`config.mk`:
```
export PLATFORM = sky130hd
export DESIGN_NAME = axi_rd_arbiter2_flat
export DESIGN_NICKNAME = d
export VERILOG_FILES = /design/src/rtl/axi_rd_arbiter2_if.sv /design/src/rtl/axi_rd_arbiter2.sv /design/src/flat_wrapper.sv
export SDC_FILE = /design/constraint.sdc
export NUM_CORES = 1
export LEC_CHECK = 0
export CORE_AREA = 2 2 369 371
export DETAILED_ROUTE_END_ITERATION = 10
export DIE_AREA = 0 0 371 373
export SKIP_LAST_GASP = 1
export SYNTH_ARGS = -nofsm -noshare
export SYNTH_HDL_FRONTEND = slang
export SYNTH_SLANG_ARGS = --single-unit
```
`constraint.sdc`:
```
create_clock -name clk -period 3.1 [get_ports clk]
set_input_delay 0.62 -clock clk [delete_from_list [all_inputs] [get_ports clk]]
set_output_delay 0.62 -clock clk [all_outputs]
set_load 0.005 [all_outputs]
```
`src/rtl/axi_rd_arbiter2_if.sv`:
```
// rtl/axi_rd_arbiter2_if.sv - AXI4 read-only channel bundle (AR + R) with master/slave views
interface axi_rd_arbiter2_if #(
    parameter int ID_WIDTH   = 4,
    parameter int ADDR_WIDTH = 32,
    parameter int DATA_WIDTH = 256
) ();
    logic [ID_WIDTH-1:0]   arid;
    logic [ADDR_WIDTH-1:0] araddr;
    logic [7:0]            arlen;
    logic [2:0]            arsize;
    logic [1:0]            arburst;
    logic                  arvalid;
    logic                  arready;
    logic [ID_WIDTH-1:0]   rid;
    logic [DATA_WIDTH-1:0] rdata;
    logic [1:0]            rresp;
    logic                  rlast;
    logic                  rvalid;
    logic                  rready;

    modport master (
        output arid, araddr, arlen, arsize, arburst, arvalid, rready,
        input  arready, rid, rdata, rresp, rlast, rvalid
    );

    modport slave (
        input  arid, araddr, arlen, arsize, arburst, arvalid, rready,
        output arready, rid, rdata, rresp, rlast, rvalid
    );
endinterface

```
`src/rtl/axi_rd_arbiter2.sv`:
```
// rtl/axi_rd_arbiter2.sv - two-master AXI4 read arbiter, burst-granular; AXI_ARB_FIXED_PRIO_EN selects fixed m0 priority
module axi_rd_arbiter2 #(
    parameter int ID_WIDTH   = 4,
    parameter int ADDR_WIDTH = 32,
    parameter int DATA_WIDTH = 256
) (
    input  logic                   clk,
    input  logic                   rst_n,
    axi_rd_arbiter2_if.slave       m0_axi,
    axi_rd_arbiter2_if.slave       m1_axi,
    axi_rd_arbiter2_if.master      s_axi,
    output logic                   grant,
    output logic                   busy,
    output logic                   len_err
);
    typedef enum logic [1:0] {IDLE, ADDR, DATA} state_t;

    state_t                state_q, state_d;
    logic                  grant_q;
    logic                  len_err_q;
    logic [7:0]            len_q;
    logic [8:0]            beat_cnt_q;
    logic [ID_WIDTH-1:0]   arid_q;
    logic [ADDR_WIDTH-1:0] araddr_q;
    logic [7:0]            arlen_q;
    logic [2:0]            arsize_q;
    logic [1:0]            arburst_q;

    logic                  req_any;
    logic                  win;
    logic                  accept;
    logic                  arready0, arready1;
    logic                  rready_int;
    logic                  beat;
    logic                  bad_beat;
    logic [ID_WIDTH-1:0]   sel_arid;
    logic [ADDR_WIDTH-1:0] sel_araddr;
    logic [7:0]            sel_arlen;
    logic [2:0]            sel_arsize;
    logic [1:0]            sel_arburst;

    assign req_any = m0_axi.arvalid | m1_axi.arvalid;

`ifdef AXI_ARB_FIXED_PRIO_EN
    // Debug reader takes every tie; m1 only wins when m0 is silent.
    assign win = m1_axi.arvalid & ~m0_axi.arvalid;
`else
    logic rr_q;

    assign win = (m0_axi.arvalid & m1_axi.arvalid) ? rr_q : m1_axi.arvalid;

    always_ff @(posedge clk or negedge rst_n) begin
        if (!rst_n) begin
            rr_q <= 1'b0;
        end else if (beat && s_axi.rlast) begin
            rr_q <= ~grant_q;
        end
    end
`endif

    always_comb begin
        sel_arid    = win ? m1_axi.arid    : m0_axi.arid;
        sel_araddr  = win ? m1_axi.araddr  : m0_axi.araddr;
        sel_arlen   = win ? m1_axi.arlen   : m0_axi.arlen;
        sel_arsize  = win ? m1_axi.arsize  : m0_axi.arsize;
        sel_arburst = win ? m1_axi.arburst : m0_axi.arburst;
    end

    assign rready_int = (state_q == DATA) & (grant_q ? m1_axi.rready : m0_axi.rready);
    assign beat       = (state_q == DATA) & s_axi.rvalid & rready_int;
    // A short burst is caught on rlast; a runaway one on every beat past the expected count.
    assign bad_beat   = s_axi.rlast ? (beat_cnt_q != {1'b0, len_q})
                                    : (beat_cnt_q >  {1'b0, len_q});

    always_comb begin
        state_d  = state_q;
        accept   = 1'b0;
        arready0 = 1'b0;
        arready1 = 1'b0;
        case (state_q)
            IDLE: begin
                if (req_any) begin
                    accept   = 1'b1;
                    arready0 = ~win;
                    arready1 = win;
                    state_d  = ADDR;
                end
            end
            ADDR: begin
                if (s_axi.arready) state_d = DATA;
            end
            DATA: begin
                if (beat && s_axi.rlast) state_d = IDLE;
            end
            default: state_d = IDLE;
        endcase
    end

    always_ff @(posedge clk or negedge rst_n) begin
        if (!rst_n) begin
            state_q    <= IDLE;
            grant_q    <= 1'b0;
            len_err_q  <= 1'b0;
            len_q      <= '0;
            beat_cnt_q <= '0;
            arid_q     <= '0;
            araddr_q   <= '0;
            arlen_q    <= '0;
            arsize_q   <= '0;
            arburst_q  <= '0;
        end else begin
            state_q <= state_d;
            if (accept) begin
                arid_q     <= sel_arid;
                araddr_q   <= sel_araddr;
                arlen_q    <= sel_arlen;
                arsize_q   <= sel_arsize;
                arburst_q  <= sel_arburst;
                len_q      <= sel_arlen;
                grant_q    <= win;
                beat_cnt_q <= '0;
            end
            if (beat) begin
                if (beat_cnt_q != 9'h1ff) beat_cnt_q <= beat_cnt_q + 9'd1;
                if (bad_beat) len_err_q <= 1'b1;
            end
        end
    end

    assign s_axi.arid    = arid_q;
    assign s_axi.araddr  = araddr_q;
    assign s_axi.arlen   = arlen_q;
    assign s_axi.arsize  = arsize_q;
    assign s_axi.arburst = arburst_q;
    assign s_axi.arvalid = (state_q == ADDR);
    assign s_axi.rready  = rready_int;

    assign m0_axi.arready = arready0;
    assign m1_axi.arready = arready1;

    // Read payload fans out to both masters; only rvalid is steered by grant.
    assign m0_axi.rid    = s_axi.rid;
    assign m0_axi.rdata  = s_axi.rdata;
    assign m0_axi.rresp  = s_axi.rresp;
    assign m0_axi.rlast  = s_axi.rlast;
    assign m0_axi.rvalid = (state_q == DATA) & s_axi.rvalid & ~grant_q;
    assign m1_axi.rid    = s_axi.rid;
    assign m1_axi.rdata  = s_axi.rdata;
    assign m1_axi.rresp  = s_axi.rresp;
    assign m1_axi.rlast  = s_axi.rlast;
    assign m1_axi.rvalid = (state_q == DATA) & s_axi.rvalid & grant_q;

    assign grant   = grant_q;
    assign busy    = (state_q != IDLE);
    assign len_err = len_err_q;
endmodule

```
`src/flat_wrapper.sv`:
```
// flat-port wrapper written by rule: the top's interface ports become plain ports
module axi_rd_arbiter2_flat 
#(
    parameter int ID_WIDTH   = 4,
    parameter int ADDR_WIDTH = 32,
    parameter int DATA_WIDTH = 256
)
  (clk, rst_n, grant, busy, len_err, m0_axi_arid, m0_axi_araddr, m0_axi_arlen, m0_axi_arsize, m0_axi_arburst, m0_axi_arvalid, m0_axi_rready, m0_axi_arready, m0_axi_rid, m0_axi_rdata, m0_axi_rresp, m0_axi_rlast, m0_axi_rvalid, m1_axi_arid, m1_axi_araddr, m1_axi_arlen, m1_axi_arsize, m1_axi_arburst, m1_axi_arvalid, m1_axi_rready, m1_axi_arready, m1_axi_rid, m1_axi_rdata, m1_axi_rresp, m1_axi_rlast, m1_axi_rvalid, s_axi_arid, s_axi_araddr, s_axi_arlen, s_axi_arsize, s_axi_arburst, s_axi_arvalid, s_axi_rready, s_axi_arready, s_axi_rid, s_axi_rdata, s_axi_rresp, s_axi_rlast, s_axi_rvalid);
  axi_rd_arbiter2_if #(.ID_WIDTH(ID_WIDTH), .ADDR_WIDTH(ADDR_WIDTH), .DATA_WIDTH(DATA_WIDTH)) m0_axi_i ();
  axi_rd_arbiter2_if #(.ID_WIDTH(ID_WIDTH), .ADDR_WIDTH(ADDR_WIDTH), .DATA_WIDTH(DATA_WIDTH)) m1_axi_i ();
  axi_rd_arbiter2_if #(.ID_WIDTH(ID_WIDTH), .ADDR_WIDTH(ADDR_WIDTH), .DATA_WIDTH(DATA_WIDTH)) s_axi_i ();
  input  logic clk;
  input  logic rst_n;
  output logic grant;
  output logic busy;
  output logic len_err;
  input wire logic [$bits(m0_axi_i.arid)-1:0] m0_axi_arid;
  input wire logic [$bits(m0_axi_i.araddr)-1:0] m0_axi_araddr;
  input wire logic [$bits(m0_axi_i.arlen)-1:0] m0_axi_arlen;
  input wire logic [$bits(m0_axi_i.arsize)-1:0] m0_axi_arsize;
  input wire logic [$bits(m0_axi_i.arburst)-1:0] m0_axi_arburst;
  input wire logic [$bits(m0_axi_i.arvalid)-1:0] m0_axi_arvalid;
  input wire logic [$bits(m0_axi_i.rready)-1:0] m0_axi_rready;
  output wire logic [$bits(m0_axi_i.arready)-1:0] m0_axi_arready;
  output wire logic [$bits(m0_axi_i.rid)-1:0] m0_axi_rid;
  output wire logic [$bits(m0_axi_i.rdata)-1:0] m0_axi_rdata;
  output wire logic [$bits(m0_axi_i.rresp)-1:0] m0_axi_rresp;
  output wire logic [$bits(m0_axi_i.rlast)-1:0] m0_axi_rlast;
  output wire logic [$bits(m0_axi_i.rvalid)-1:0] m0_axi_rvalid;
  input wire logic [$bits(m1_axi_i.arid)-1:0] m1_axi_arid;
  input wire logic [$bits(m1_axi_i.araddr)-1:0] m1_axi_araddr;
  input wire logic [$bits(m1_axi_i.arlen)-1:0] m1_axi_arlen;
  input wire logic [$bits(m1_axi_i.arsize)-1:0] m1_axi_arsize;
  input wire logic [$bits(m1_axi_i.arburst)-1:0] m1_axi_arburst;
  input wire logic [$bits(m1_axi_i.arvalid)-1:0] m1_axi_arvalid;
  input wire logic [$bits(m1_axi_i.rready)-1:0] m1_axi_rready;
  output wire logic [$bits(m1_axi_i.arready)-1:0] m1_axi_arready;
  output wire logic [$bits(m1_axi_i.rid)-1:0] m1_axi_rid;
  output wire logic [$bits(m1_axi_i.rdata)-1:0] m1_axi_rdata;
  output wire logic [$bits(m1_axi_i.rresp)-1:0] m1_axi_rresp;
  output wire logic [$bits(m1_axi_i.rlast)-1:0] m1_axi_rlast;
  output wire logic [$bits(m1_axi_i.rvalid)-1:0] m1_axi_rvalid;
  output wire logic [$bits(s_axi_i.arid)-1:0] s_axi_arid;
  output wire logic [$bits(s_axi_i.araddr)-1:0] s_axi_araddr;
  output wire logic [$bits(s_axi_i.arlen)-1:0] s_axi_arlen;
  output wire logic [$bits(s_axi_i.arsize)-1:0] s_axi_arsize;
  output wire logic [$bits(s_axi_i.arburst)-1:0] s_axi_arburst;
  output wire logic [$bits(s_axi_i.arvalid)-1:0] s_axi_arvalid;
  output wire logic [$bits(s_axi_i.rready)-1:0] s_axi_rready;
  input wire logic [$bits(s_axi_i.arready)-1:0] s_axi_arready;
  input wire logic [$bits(s_axi_i.rid)-1:0] s_axi_rid;
  input wire logic [$bits(s_axi_i.rdata)-1:0] s_axi_rdata;
  input wire logic [$bits(s_axi_i.rresp)-1:0] s_axi_rresp;
  input wire logic [$bits(s_axi_i.rlast)-1:0] s_axi_rlast;
  input wire logic [$bits(s_axi_i.rvalid)-1:0] s_axi_rvalid;
  assign m0_axi_i.arid = m0_axi_arid;
  assign m0_axi_i.araddr = m0_axi_araddr;
  assign m0_axi_i.arlen = m0_axi_arlen;
  assign m0_axi_i.arsize = m0_axi_arsize;
  assign m0_axi_i.arburst = m0_axi_arburst;
  assign m0_axi_i.arvalid = m0_axi_arvalid;
  assign m0_axi_i.rready = m0_axi_rready;
  assign m0_axi_arready = m0_axi_i.arready;
  assign m0_axi_rid = m0_axi_i.rid;
  assign m0_axi_rdata = m0_axi_i.rdata;
  assign m0_axi_rresp = m0_axi_i.rresp;
  assign m0_axi_rlast = m0_axi_i.rlast;
  assign m0_axi_rvalid = m0_axi_i.rvalid;
  assign m1_axi_i.arid = m1_axi_arid;
  assign m1_axi_i.araddr = m1_axi_araddr;
  assign m1_axi_i.arlen = m1_axi_arlen;
  assign m1_axi_i.arsize = m1_axi_arsize;
  assign m1_axi_i.arburst = m1_axi_arburst;
  assign m1_axi_i.arvalid = m1_axi_arvalid;
  assign m1_axi_i.rready = m1_axi_rready;
  assign m1_axi_arready = m1_axi_i.arready;
  assign m1_axi_rid = m1_axi_i.rid;
  assign m1_axi_rdata = m1_axi_i.rdata;
  assign m1_axi_rresp = m1_axi_i.rresp;
  assign m1_axi_rlast = m1_axi_i.rlast;
  assign m1_axi_rvalid = m1_axi_i.rvalid;
  assign s_axi_arid = s_axi_i.arid;
  assign s_axi_araddr = s_axi_i.araddr;
  assign s_axi_arlen = s_axi_i.arlen;
  assign s_axi_arsize = s_axi_i.arsize;
  assign s_axi_arburst = s_axi_i.arburst;
  assign s_axi_arvalid = s_axi_i.arvalid;
  assign s_axi_rready = s_axi_i.rready;
  assign s_axi_i.arready = s_axi_arready;
  assign s_axi_i.rid = s_axi_rid;
  assign s_axi_i.rdata = s_axi_rdata;
  assign s_axi_i.rresp = s_axi_rresp;
  assign s_axi_i.rlast = s_axi_rlast;
  assign s_axi_i.rvalid = s_axi_rvalid;
  axi_rd_arbiter2 #(.ID_WIDTH(ID_WIDTH), .ADDR_WIDTH(ADDR_WIDTH), .DATA_WIDTH(DATA_WIDTH)) u_core (.clk(clk), .rst_n(rst_n), .m0_axi(m0_axi_i), .m1_axi(m1_axi_i), .s_axi(s_axi_i), .grant(grant), .busy(busy), .len_err(len_err));
endmodule
```
# ---- After elaboration in Yosys (flattened, before gate mapping)
# Cells that the tools add are included.
dict set report totals {
  reg_bits 63
  input_bits 369
  out_inout_bits 584
  elab_cells 54
}
dict set report op_classes {
  add_sub_neg 1
  n_lt_le_gt_ge 1
  n_eq_ne 7
  muxes 21
  n_bitwise 9
  n_reduce_logical 5
}
# op count
set ops {}
lappend ops {{two-way mux 32 bit} 1}
lappend ops {{two-way mux 9 bit} 3}
lappend ops {{adder 9 x 1 -> 9 bit, second input constant} 1}
lappend ops {{> comparator 9 x 8 -> 1 bit} 1}
lappend ops {{two-way mux 1 bit} 9}
lappend ops {{inequality test 9 x 8 -> 1 bit} 1}
lappend ops {{inequality test 9 bit, second input constant} 1}
lappend ops {{two-way mux 2 bit} 4}
lappend ops {{two-way mux 8 bit} 1}
lappend ops {{AND 1 bit} 6}
lappend ops {{case mux 2 bit (3 select lines)} 1}
lappend ops {{two-way mux 4 bit} 1}
lappend ops {{inequality test 2 x 1 -> 1 bit, second input constant} 2}
lappend ops {{two-way mux 3 bit} 1}
lappend ops {{AND reduction 3 bit} 1}
lappend ops {{equality test 2 x 1 -> 1 bit, second input constant} 1}
lappend ops {{equality test 2 bit, second input constant} 1}
lappend ops {{zero test 2 bit} 1}
lappend ops {{inequality test 2 bit, second input constant} 1}
lappend ops {{inverter 1 bit} 2}
lappend ops {{AND reduction 2 bit} 1}
lappend ops {{nonzero test 2 bit} 1}
lappend ops {{logical AND 1 bit} 1}
lappend ops {{bitwise OR 1 bit} 1}

# ---- Depth between registers and ports, before layout
# Gate-level depths: netlist of run 1.
dict set report depth {
  ltp_word 6
  mapped_depth 8
  mapped_depth_nobuf 7
}

# ---- Worst setup path after synthesis of run 1
# Ideal clock, no wire load.
dict set report synth_path {
  path_kind {reg-to-reg}
  startpoint {register u_core.beat_cnt_q[0]}
  endpoint {register u_core.beat_cnt_q[6]}
  setup_time_ps 78
  arrival_ps 2248
  t_required_ps 3022
  path_slack_ps 774
  path_stages_with_launch 9
  path_buffers 1
  period_less_slack_ps 2326
  cell_sequence {dfrtp_1 > ha_1 > and3_1 > and3_1 > ha_1 > or3_1 > clkbuf_2 > or4_1 > a21oi_1}
}
dict set report synth_between {
  elab_chain_cells 3
  elab_cells_between_ends 4
  cone_classes {1 x add/sub; 1 x eq/ne; 2 x mux}
}
# element line
set synth_lines {}
lappend synth_lines {{start: declaration} axi_rd_arbiter2.sv:22} ;# logic [8:0] beat_cnt_q;
lappend synth_lines {{start signal: assignment} axi_rd_arbiter2.sv:124} ;# if (beat_cnt_q != 9'h1ff) beat_cnt_q <= beat_cnt_q + 9'd1;
lappend synth_lines {{adder 9 x 1 -> 9 bit or inequality test 9 bit (tied branches)} axi_rd_arbiter2.sv:124}
lappend synth_lines {{two-way mux 9 bit *} axi_rd_arbiter2.sv:124}
lappend synth_lines {{two-way mux 9 bit *} axi_rd_arbiter2.sv:123} ;# if (beat) begin
# Mark *: on every way between the ends. The rest lies on a longest branch, timed or not.
# A chain may end at the register's enable or synchronous reset.

# ---- Final worst setup path of run 1
dict set report layout_path {
  startpoint {register u_core.rr_q}
  endpoint {output m1_axi_arready}
}
dict set report layout_between {
  elab_chain_cells 3
}
# element line
set layout_lines {}
lappend layout_lines {{start: declaration} axi_rd_arbiter2.sv:48} ;# logic rr_q;
lappend layout_lines {{start signal: assignment} axi_rd_arbiter2.sv:56} ;# rr_q <= ~grant_q;
lappend layout_lines {{two-way mux 1 bit} axi_rd_arbiter2.sv:50} ;# assign win = (m0_axi.arvalid & m1_axi.arvalid) ? rr_q : m1_axi.arvalid;
lappend layout_lines {{two-way mux 1 bit} axi_rd_arbiter2.sv:82} ;# if (req_any) begin
lappend layout_lines {{two-way mux 1 bit} axi_rd_arbiter2.sv:80} ;# case (state_q)
lappend layout_lines {{end: declaration} flat_wrapper.sv:37} ;# output wire logic [$bits(m1_axi_i.arready)-1:0] m1_axi_arready;
# Every way passes these cells.

==> summary by stage, run 1 <==
Setup path
The data required time at the worst endpoint is 2.48 ns. The kind of end point of the critical path is a primary output. The critical path is of the reg2out type. The element type at the critical path start is a register. STA puts the critical path data arrival time at approximately 2.4 ns. Grouping stages by cell kind, the critical path spends the most delay in flip-flops.

For this run, the slowest stage of the critical path takes 0.73 ns. In this run the worst path has a maximum fanout of 2. Measured in cells, the most critical reg-to-reg path has a length of 7. The startpoint of the lowest-slack register-to-register path is u_core.beat_cnt_q[1]$_DFF_PN0_. The critical path contains buffers and inverters numbering 2 combined. Across all register-to-register paths, the minimum setup slack is around 0.59 ns. The slowest stage of the critical path belongs to the cell sky130_fd_sc_hd__dfrtp_1. In this run the critical register-to-register path is captured at u_core.beat_cnt_q[6]$_DFF_PN0_. The signal on the critical path passes through nand2b_1 -> nand2_4 -> nor2_2 -> buf_4 -> clkdlybuf4s50_1.

Synth
The async set-reset flop share out of synthesis is between 90% and 100%. Synthesis produced a netlist whose cell count is 828. The sequential cell area fraction in the yosys report is 22.3%. After synthesis, the mean cell area works out to 8.52 µm². The total of flip-flops plus latches after synthesis is 63. The number of distinct library cells after synthesis is 35. Counting every net in the synthesized netlist gives 1207. The mapped netlist covers 7050 µm². The number of warnings issued by yosys is 0.

The top flip-flop cell by instance count after synthesis is sky130_fd_sc_hd__dfrtp_1. Yosys mapped a number of flops with a built-in enable equal to 0.

STA
For this run, the top clock speed supported by timing is 0.335 GHz. The final period demand of the worst path is 2.99 ns. The hold violation count in the final report is 0.

Hold timing on the final database bottoms out at a slack of 0.204 ns. At the pin with the least slew margin, the transition time is 0.792 ns. The final cycle utilization of the critical path is between 90% and 100%. Setup repair after global routing left no endpoint under its margin. The worst clock skew is 0.0334 ns. The worst pin sits at a relative slew slack of 46.7%. Setup violations remaining at the end of the flow were counted as 0.

The final-layout setup total negative slack is 0 ns. The final count of pins violating max slew came to 0.

Detailed routing
Summing over every cut layer, the via total after detailed routing is 3950. The routed design has 74700 µm of wire. The pre-antenna-repair detailed-routing pass consisted of 4 iterations.

Once detail routing completed, the nets flagged for antenna violations numbered 0. The via count normalized by instance count is 1.75. For this run, design rule violations remaining after detail routing come to 0. In the final routed layout, each cell accounts on average for 33.1 µm. For this block, the initial DRC count from the detailed router was 217.

Finish
Relative to the synthesized area, the layout overhead comes to 4.11%. Summing all flip-flop and latch instances after layout gives 1580 µm². The multi-input combinational cells in the finished layout cover a total of 1440 µm². The layout has 15800 filler cells. The fraction of layout cells with a size suffix above 1 is 6.36%. The final layout contains 846 nets.

Placed design
The post-DP HPWL is 68600 µm. The placer's final routability congestion estimate is approximately 0.69. The quantity of I/O buffers inserted on ports is 166.

Min path
The worst min-delay path class is in2async.

Clocking
The clock net in this run drives a total of 63 sinks. The CTS H-tree depth is 3. The quantity of gates resized following cts is 2.

The clock latency on the worst-skew pair is roughly 0.43 ns. The cell sitting at the root of the clock tree is a sky130_fd_sc_hd__clkbuf_16. The post-CTS setup-driven buffer insertion count is 0. Clock-pin slew was measured on the worst setup and hold paths at 0.09 ns. The number of clock buffers added by TritonCTS is 9.

The buffer depth of the longest clock path is 2. TritonCTS built the clock tree. The hold-fix buffer count after cts is 0.

Power and ir drop
The worst ir drop on vdd is 0.000766 V. Summing internal, switching and leakage power gives about 5.3 mW. The power per unit of standard cell area is 719 nW/µm².

The analysis attributes to cell leakage a power of 2.43 nW.

Global route
The pin count of the biggest net entering global routing is 92. The number of global-route vias before repair is 3949. The initial antenna violation count is 6.

The first global-routing pass estimated between 80000 and 90000 µm of wire. In the global route stage, overall resource usage came out at a little over a tenth. The total overflow left after global routing is 0.

Die
Once the floorplan was initialized, standard cells occupied under 10% of the core. The number of placed I/O pins is around 950. The count of standard-cell rows is roughly 140.

The chip height is 373 µm. The horizontal die dimension is 371 µm. The area of the core region is between 100000 and 150000 µm². The die covers 138000 µm².

Outcome
The flow ran to the end, and the final reports show no timing, DRC or antenna violations.

Job
The max-capacitance violation count is 0.
==> cell usage after synthesis, drive strengths merged (4+ instances only) <==
cell type    n  area, µm²
o21ai       36        180
dfrtp       63       1580
buf        530       3970
clkbuf      14       53.8
a21oi        4       20.0
nand3        9       45.0
ha          10        125
mux2i       37        370
and3        20        125
nand2       45        169
inv         13       48.8
nor2         5       18.8
a221o       17        170
==> where the power goes <==
group | total, mW | switching, mW | internal (mW)
clock | 1.21 | 0.561 | 0.646
combinational | 2.48 | 1.37 | 1.11
sequential | 1.59 | 0.424 | 1.17
total | 5.28 | 2.35 | 2.93
==> layout make-up <==
type	instances	share of cell area [%]
Clock buffer	11	3.30
Antenna cell	7	0.239
Sequential cell	63	21.5
Inverter	13	0.664
Clock inverter	5	0.767
Tap cell	1781	30.3
Multi-Input combinational cell	208	19.6
Timing Repair Buffer	172	23.6
==> stage by stage <==
stage          cell area, µm²  setup slack [ns]  utilization (%)  instances
2_1_floorplan            7050             0.774                -        828
3_3_place_gp             7020            -0.110             5.21       2237
3_5_place_dp             7020            -0.103             5.21       2237
4_1_cts                  7330            0.0826             5.44       2253
5_1_grt                  7330            0.0631             5.44       2254
6_report                 7340             0.115             5.46       2260
==> kinds of logic after synthesis <==
group,count (synthesis),synth area share (%)
compound gates,67,6.35
simple gates,93,6.44
mux,38,5.41
buf+inv,557,57.7
flops,63,22.3
fa+ha+maj,10,1.77
==> worst max-delay path by stage <==
stage | to | slack [ns] | cells after the start | startpoint
3_3_place_gp | m1_axi_arready | -0.11 | 5 | u_core.state_q[1]$_DFFE_PN0P_
6_report | m1_axi_arready | 0.11 | 5 | u_core.rr_q$_DFFE_PN0P_
3_5_place_dp | m1_axi_arready | -0.10 | 5 | u_core.state_q[1]$_DFFE_PN0P_
2_1_floorplan | u_core.beat_cnt_q[6]$_DFF_PN0_ | 0.77 | 8 | u_core.beat_cnt_q[0]$_DFF_PN0_
5_1_grt | m1_axi_arready | 0.06 | 5 | u_core.state_q[1]$_DFFE_PN0P_
4_1_cts | m1_axi_arready | 0.08 | 5 | u_core.rr_q$_DFFE_PN0P_
==> layer usage <==
layer	share of wire, %	track usage (%)
met5	0	0.178
met4	2.6	3.03
met3	32	15.9
met2	43	15.8
met1	22	6.50
==> state kept, by name, indices dropped and copies added (netlist names) <==
| signal | cells |
|---|---|
| u_core.state_q | 2 |
| u_core.s_axi.araddr | 32 |
| u_core.grant | 1 |
| u_core.s_axi.arid | 4 |
| u_core.rr_q | 1 |
| u_core.s_axi.arburst | 2 |
| u_core.s_axi.arsize | 3 |
| u_core.len_err | 1 |
| u_core.beat_cnt_q | 9 |
| u_core.s_axi.arlen | 8 |
==> layout by cell type (no fill, tap or decap), types with 2 or more instances in the layout <==
| cell | synthesis | final |
|---|---|---|
| sky130_fd_sc_hd__clkdlybuf4s50_1 | 0 | 163 |
| sky130_fd_sc_hd__dfrtp_1 | 63 | 63 |
| sky130_fd_sc_hd__nand2_1 | 45 | 44 |
| sky130_fd_sc_hd__mux2i_1 | 37 | 37 |
| sky130_fd_sc_hd__o21ai_0 | 36 | 35 |
| sky130_fd_sc_hd__and3_1 | 20 | 20 |
| sky130_fd_sc_hd__a221o_1 | 17 | 17 |
| sky130_fd_sc_hd__inv_1 | 13 | 13 |
| sky130_fd_sc_hd__ha_1 | 10 | 10 |
| sky130_fd_sc_hd__nand3_1 | 9 | 9 |
| sky130_fd_sc_hd__clkbuf_16 | 0 | 9 |
| sky130_fd_sc_hd__diode_2 | 0 | 7 |
| sky130_fd_sc_hd__buf_4 | 526 | 6 |
| sky130_fd_sc_hd__a21oi_1 | 4 | 4 |
| sky130_fd_sc_hd__nand2b_1 | 3 | 3 |
| sky130_fd_sc_hd__o31ai_1 | 3 | 3 |
| sky130_fd_sc_hd__nor2_1 | 5 | 3 |
| sky130_fd_sc_hd__buf_12 | 0 | 3 |
| sky130_fd_sc_hd__or4_1 | 2 | 2 |
| sky130_fd_sc_hd__nor2b_1 | 2 | 2 |
| sky130_fd_sc_hd__clkinv_2 | 0 | 2 |
No activity file was read; power rests on OpenSTA's default activity.
==> run 2: changes to the inputs <==
CTS_BUF_LIST = sky130_fd_sc_hd__clkbuf_4 sky130_fd_sc_hd__clkbuf_8   (was default)
SETUP_SLACK_MARGIN = 0.02   (was default)
==> run 2 against run 1 <==
  * Critical endpoint unchanged
  * Clock power is 24% lower
  * Worst setup slack better by 0.15 ns
  * Final cell count hardly changed
  * Clock skew is 0.011 ns higher
==> summary by stage, run 2 (synthesis results as in run 1) <==
Setup path
The number of stages on the worst setup path came to 6 (+1). The startpoint of the lowest-slack register-to-register path is u_core.beat_cnt_q[0]$_DFF_PN0_. The slowest stage of the critical path belongs to the cell sky130_fd_sc_hd__clkdlybuf4s50_1. The minimum setup slack among reg-to-reg paths is 0.60 ns (about the same). The data required time at the worst endpoint is 2.48 ns (about the same). The count of cells along the worst register-to-register path is 7 (unchanged). Traced cell by cell, the critical path runs through clkdlybuf4s50_1 -> nand2b_1 -> nand2_4 -> nor2_2 -> buf_4 -> clkdlybuf4s50_1. The largest incremental delay on the critical path came to 0.50 ns (-0.23 ns).

The family with the most delay on the worst path is buffers and inverters. The kind of end point of the critical path is a primary output. The worst setup path is of the in2out kind.

The element type at the critical path start is a primary input. The cell that appears most often on the critical path is sky130_fd_sc_hd__clkdlybuf4s50_1. The worst register-to-register path ends at u_core.beat_cnt_q[6]$_DFF_PN0_. The biggest fanout along the worst timing path is 3 (+1). The buffering stage count on the worst path with inverters included is 3 (+1).

The critical path arrival is 2.22 ns (-0.15 ns).

Die
The horizontal die dimension was 371 µm (unchanged). The area of the die came to 138000 µm² (unchanged). The initial core utilization is 5.24% (unchanged).

The area of the core region is 135000 µm² (unchanged). The number of placed I/O pins was 953 (unchanged). The chip height is 373 µm (unchanged).

The count of standard-cell rows is 135 (unchanged).

STA
The final-layout setup total negative slack is 0 ns (unchanged). The worst clock skew was 0.0447 ns (+0.0113 ns). Setup repair after global routing left no endpoint under its margin. The pin slew with the least headroom to its limit is 0.744 ns (-0.0486 ns). The final count of pins violating max slew is 0 (unchanged). The final cycle utilization of the critical path was 91.6% (-4.7 points). The highest clock rate is 0.352 GHz (+5.1%). The final period demand of the worst path is 2.84 ns (-0.146 ns). The final setup violation count is 0 (unchanged). The relative slew slack is 50.0% (+3.3 points).

The hold violation count in the final report is 0 (unchanged).

Clocking
The clock-pin slew on the worst setup and hold paths is 0.09 ns (about the same). The TritonCTS clock tree is built. The hold-fix buffer count after cts is 0 (unchanged). The buffer depth of the longest clock path was 2 (unchanged). The TritonCTS buffer count is 9 (unchanged).

The clock sink count is 63 (unchanged). The CTS H-tree depth is 3 (unchanged). The clock latency on the worst-skew pair is 0.51 ns (+0.08 ns).

The clock tree root driver cell is sky130_fd_sc_hd__clkbuf_8.

Detailed routing
The first-iteration detailed-routing DRC count was 201 (-7.4%). The via total after detailed routing is 3956 (+0.15%). The number of antenna-violating nets in the routed design came to 0 (unchanged).

The number of remaining DRC errors is 0 (unchanged). The average wire per cell in the routed design came to 33.0 µm (about the same). The total wirelength of the detailed-routed design is 74700 µm (about the same).

Signal routing reaches up to met4. The detailed-router iteration count before antenna repair was 4 (unchanged). The total met2 wirelength after detailed routing came to 32100 µm (-0.42%). The wire length the detailed router placed on met1 came to 16500 µm (-0.35%).

The via count normalized by instance count is 1.75 (+0.11%). The wire length on met3 is 24100 µm (+0.23%).

Global route
The global router's overall resource usage is 10.5% (about the same). The wire length of the first global-routing pass is 82900 µm (-0.11%). The total congestion overflow after global routing was 0 (unchanged). The number of global-route vias before repair came to 3947 (-0.051%). The pin count of the biggest net entering global routing is 92 (unchanged). The initial antenna violation count is 6 (unchanged).

Finish
The number of nets in the layout is 847 (+0.12%). The fraction of layout cells with a size suffix above 1 was 6.98% (+0.62 points). The fill cell instance count of the final layout was 15900 (+0.069%).

The area added between synthesis and finish is 2.86%. The flip-flop count of the largest register after layout is 32 (unchanged). In the layout the commonest cells are 163 x sky130_fd_sc_hd__clkdlybuf4s50_1, 62 x sky130_fd_sc_hd__dfrtp_1, 44 x sky130_fd_sc_hd__nand2_1, 37 x sky130_fd_sc_hd__mux2i_1, 35 x sky130_fd_sc_hd__o21ai_0. The utilization after layout is 5.39% (-0.066 points).

The most frequent standard cell in the layout excluding fill and tap cells is sky130_fd_sc_hd__clkdlybuf4s50_1.

Min path
The worst min-delay path class is in2async.

Power and ir drop
The internal portion of total power was 2.69 mW (-8.0%). The combinational share of power came to 50.0% (+3.0 points). The power per unit of standard cell area was 690 nW/µm² (-4.0%). The worst ir drop on vdd is 0.000753 V (-1.7%).

The clock network fraction of design power is 18.4% (-4.4 points). The share of power burned in registers is 31.6% (+1.4 points). The switching fraction of total power is 46.2% (+1.6 points). The leakage power came to 2.39 nW (-1.6%).

The net switching power is 2.31 mW (-1.7%).

Placed design
The placer's final routability congestion estimate came to 0.692 (unchanged). The quantity of I/O buffers inserted on ports is 166 (unchanged). The post-DP HPWL was 68600 µm (unchanged).

Outcome
The flow ran to the end, and the final reports show no timing, DRC or antenna violations.

Job
The max-capacitance violation count is 0 (unchanged).
-- run 2: changes by cell type in the layout (fill, tap and decap cells not counted) --
| cell | previous run | this run |
|---|---|---|
| sky130_fd_sc_hd__clkbuf_8 | 1 | 10 |
| sky130_fd_sc_hd__clkbuf_4 | 0 | 1 |
| sky130_fd_sc_hd__clkbuf_16 | 9 | 0 |
| sky130_fd_sc_hd__buf_4 | 6 | 7 |
| sky130_fd_sc_hd__dfrtp_2 | 0 | 1 |
| sky130_fd_sc_hd__dfrtp_1 | 63 | 62 |
| sky130_fd_sc_hd__clkbuf_1 | 1 | 0 |
-- run 2: area by class of cell --
| class | instances | area [µm²] | area share, % |
|---|---|---|---|
| clock buffer | 11 | 145 | 2.00 |
| multi-input combinational | 208 | 1440 | 19.8 |
| tap | 1781 | 2230 | 30.7 |
| antenna | 7 | 17.5 | 0.241 |
| clock inverter | 5 | 56.3 | 0.776 |
| sequential | 63 | 1580 | 21.7 |
| timing repair buffer | 173 | 1740 | 24.0 |
| inverter | 13 | 48.8 | 0.673 |
-- run 2: worst max-delay path by stage --
stage                                   startpoint  slack [ns]                             end
floorplan           u_core.beat_cnt_q[0]$_DFF_PN0_        0.77  u_core.beat_cnt_q[6]$_DFF_PN0_
global placement     u_core.state_q[1]$_DFFE_PN0P_       -0.11                  m1_axi_arready
detailed placement   u_core.state_q[1]$_DFFE_PN0P_       -0.10                  m1_axi_arready
CTS                        u_core.rr_q$_DFFE_PN0P_        0.08                  m1_axi_arready
global route               u_core.rr_q$_DFFE_PN0P_        0.07                  m1_axi_arready
finish                              m0_axi_arvalid        0.26                  m1_axi_arready
-- run 2: timing repair --
action | 4_1_cts | 5_1_grt
endpoints found under the setup margin | 2 | 0
gates resized for setup | 3 | 0
buffers inserted | 1 | 0
-- run 2: power groups by stage --
stage          Sequential (mW)  Combinational (mW)  Clock, mW
2_1_floorplan             1.40                1.32          0
3_3_place_gp              1.60                2.63          0
3_5_place_dp              1.62                2.63          0
4_1_cts                   1.61                2.67       1.05
5_1_grt                   1.66                2.76       1.06
6_report                  1.58                2.51      0.922
-- run 2: per-stage QoR --
step                      std cells  hold WS [ns]  power [mW]  worst slack [ns]  instance area, µm²
final                          2261         0.120        5.01             0.261                7260
after global routing           2256        0.0516        5.48            0.0717                7240
after CTS                      2254        0.0245        5.34            0.0809                7240
after detailed placement       2237         0.473        4.25            -0.103                7020
after global placement         2237         0.465        4.23            -0.110                7020
after floorplan                 828         0.324        2.72             0.774                7050
-- run 2: per-layer routing --
layer  vias up  GRT usage (%)
met4         0           2.99
met3        98           15.9
met5         -          0.178
met2       771           15.8
met1      1655           6.49
li1       1432              -
==> run 3: changes to the inputs <==
PLACE_DENSITY = 0.3   (was default)
SETUP_SLACK_MARGIN = default   (was 0.02)
==> run 3 against run 2 <==
  * Final area grew 0.50%
  * Sequential share of layout area shrank 0.11 points
  * Via count shrank 0.38%
  * Worst setup slack gained 0.098 ns
  * Critical path type unchanged
  * Clock skew shrank 0.025 ns
  * Worst hold slack gained 0.059 ns
  * Wire length shrank 31%
  * Count of clock-buffer cells in the layout shrank 1
  * First-iteration DRC count shrank 4.5%
  * Sequential cell count is the same
  * Final cell count grew 0.22%
  * Sequential power shrank 4%
==> summary by stage, run 3 (synthesis results as in run 1) <==
Outcome
The flow ran to the end, and the final reports show no timing, DRC or antenna violations.

STA
The final setup violation count is 0 (unchanged). Setup repair after global routing left no endpoint under its margin. The relative slew slack is 53.3% (+3.4 points).

The hold violation count in the final report is 0 (unchanged). The final count of pins violating max slew is 0 (unchanged). The worst clock skew was 0.0200 ns (-0.0247 ns). The final period demand of the worst path was 2.74 ns (-0.0981 ns). The highest clock rate came to 0.365 GHz (+3.6%). The final cycle utilization of the critical path came to 88.4% (-3.2 points). The final-layout setup total negative slack is 0 ns (unchanged).

The pin slew with the least headroom to its limit came to 0.700 ns (-0.0434 ns).

Global route
The wire length of the first global-routing pass is 59800 µm (-28%). The pin count of the biggest net entering global routing is 53 (-42%). The total congestion overflow after global routing was 0 (unchanged). The initial antenna violation count was 5 (-1).

The global router's overall resource usage is 7.25% (-3.2 points). The number of global-route vias before repair was 4252 (+7.7%).

Detailed routing
The number of remaining DRC errors is 0 (unchanged). The via count normalized by instance count is 1.74 (-0.60%). The detailed-router iteration count before antenna repair is 4 (unchanged).

The number of antenna-violating nets in the routed design is 0 (unchanged). The average wire per cell in the routed design was 22.6 µm (-31%). The via total after detailed routing is 3941 (-0.38%). The first-iteration detailed-routing DRC count is 192 (-4.5%).

The total wirelength of the detailed-routed design is 51300 µm (-31%).

Power and ir drop
The leakage power is 2.41 nW (+0.83%). The power per unit of standard cell area is 640 nW/µm² (-7.3%). The worst ir drop on vdd is 0.000365 V (-52%).

Setup path
The number of stages on the worst setup path came to 4 (-2). STA classifies the critical path startpoint as a primary input. The worst setup path is of the in2out kind. The critical path arrival is 2.12 ns (-0.10 ns). Walking the worst path, the cells encountered are clkdlybuf4s50_1 -> nand2_4 -> nor2_4 -> clkdlybuf4s50_1. The worst setup path is captured at a primary output.

The cell with the biggest individual delay on the critical path is sky130_fd_sc_hd__clkdlybuf4s50_1. The biggest fanout along the worst timing path was 4 (+1). The largest incremental delay on the critical path is 0.63 ns (+0.13 ns). The data required time at the worst endpoint is 2.48 ns (about the same). The family with the most delay on the worst path is buffers and inverters. The cell repeated most along the worst path is sky130_fd_sc_hd__clkdlybuf4s50_1. The buffering stage count on the worst path with inverters included came to 2 (-1). The count of cells along the worst register-to-register path is 7 (unchanged).

Die
The area of the die came to 138000 µm² (unchanged). The number of placed I/O pins was 953 (unchanged). The chip height is 373 µm (unchanged). The area of the core region is 135000 µm² (unchanged). The count of standard-cell rows is 135 (unchanged). The horizontal die dimension is 371 µm (unchanged).

The initial core utilization is 5.24% (unchanged).

Clocking
The TritonCTS buffer count is 9 (unchanged). The clock-pin slew on the worst setup and hold paths is 0.10 ns (about the same). TritonCTS built the clock tree. The CTS H-tree depth is 3 (unchanged).

The clock sink count was 63 (unchanged). The buffer depth of the longest clock path came to 2 (unchanged). The clock tree root driver cell is sky130_fd_sc_hd__clkbuf_8. The clock latency on the worst-skew pair is 0.47 ns (-0.04 ns).

Finish
The filler-free cell count of the finished design is 2266 (+0.22%). The utilization after layout was 5.42% (+0.027 points). The number of nets in the layout is 853 (+0.71%). In the layout the commonest cells are 164 x sky130_fd_sc_hd__clkdlybuf4s50_1, 62 x sky130_fd_sc_hd__dfrtp_1, 44 x sky130_fd_sc_hd__nand2_1, 37 x sky130_fd_sc_hd__mux2i_1, 35 x sky130_fd_sc_hd__o21ai_0.

The most frequent standard cell in the layout excluding fill and tap cells is sky130_fd_sc_hd__clkdlybuf4s50_1. The fraction of layout cells with a size suffix above 1 is 7.93% (+0.96 points). The flip-flop count of the largest register after layout is 32 (unchanged). From synthesis to final layout, the design area changed by 3.37%.

Job
The max-capacitance violation count was 0 (unchanged).

Placed design
The quantity of I/O buffers inserted on ports came to 166 (unchanged). The number of cells after detailed placement is 2244 (+0.31%). The placer's final routability congestion estimate is 0.678 (-2.0%). The post-DP HPWL is 45600 µm (-34%).

Min path
The worst min-delay path class is in2async.
## run 3: worst paths after layout
kind,start,slack [ns],endpoint
max,m1_axi_arvalid,0.36,m1_axi_arready
min,rst_n,0.18,u_core.s_axi.arsize[0]$_DFFE_PN0P_
max reg2reg,u_core.beat_cnt_q[0]$_DFF_PN0_,0.64,u_core.beat_cnt_q[6]$_DFF_PN0_
min reg2reg,u_core.s_axi.araddr[9]$_DFFE_PN0P_,0.49,u_core.s_axi.araddr[9]$_DFFE_PN0P_
max in group asynchronous,rst_n,2.35,u_core.rr_q$_DFFE_PN0P_
min in group clk,u_core.s_axi.araddr[9]$_DFFE_PN0P_,0.49,u_core.s_axi.araddr[9]$_DFFE_PN0P_
## run 3: per-layer routing
metal	wire length (µm)	share of wire (%)	track usage (%)
met1	11900	23	4.67
met3	14200	28	9.34
met2	22800	44	11.0
met4	2400	4.7	4.09
met5	140	0.27	0.712
## run 3: final cells by class
type                            instances  area, µm²
Inverter                               13       48.8
Timing Repair Buffer                  179       1790
Multi-Input combinational cell        208       1440
Clock inverter                          6       61.3
Fill cell                           15800     127000
Tap cell                             1781       2230
Sequential cell                        63       1580
Antenna cell                            6       15.0
Clock buffer                           10        131
## run 3: timing repair
action,in CTS,in global routing
gates resized for setup,1,0
setup buffers,0,0
hold buffers,0,0
setup endpoints to repair,1,0
## run 3: per-stage QoR
| step | hold slack, ns | power, mW | cell area, µm² | worst slack [ns] |
|---|---|---|---|---|
| finish | 0.180 | 4.67 | 7290 | 0.359 |
| detailed placement | 0.476 | 3.93 | 7080 | 0.285 |
| global route | 0.115 | 5.12 | 7280 | 0.134 |
| CTS | 0.0752 | 4.97 | 7280 | 0.122 |
| global placement | 0.466 | 3.90 | 7080 | 0.303 |
| floorplan | 0.324 | 2.72 | 7050 | 0.774 |
## run 3: worst register-to-register path, cell delays in order (launching register included)
cell                      delay [ns]
sky130_fd_sc_hd__dfrtp_1        0.43
sky130_fd_sc_hd__ha_1           0.26
sky130_fd_sc_hd__and3_1         0.19
sky130_fd_sc_hd__and3_1         0.17
sky130_fd_sc_hd__ha_1           0.20
sky130_fd_sc_hd__or3_1          0.50
sky130_fd_sc_hd__or4_1          0.51
sky130_fd_sc_hd__a21oi_1        0.15
## run 3: power by group
part	internal (mW)	total [mW]	switching, mW
clock network	0.377	0.888	0.510
logic	1.14	2.26	1.13
registers	1.17	1.52	0.346
total	2.68	4.67	1.98
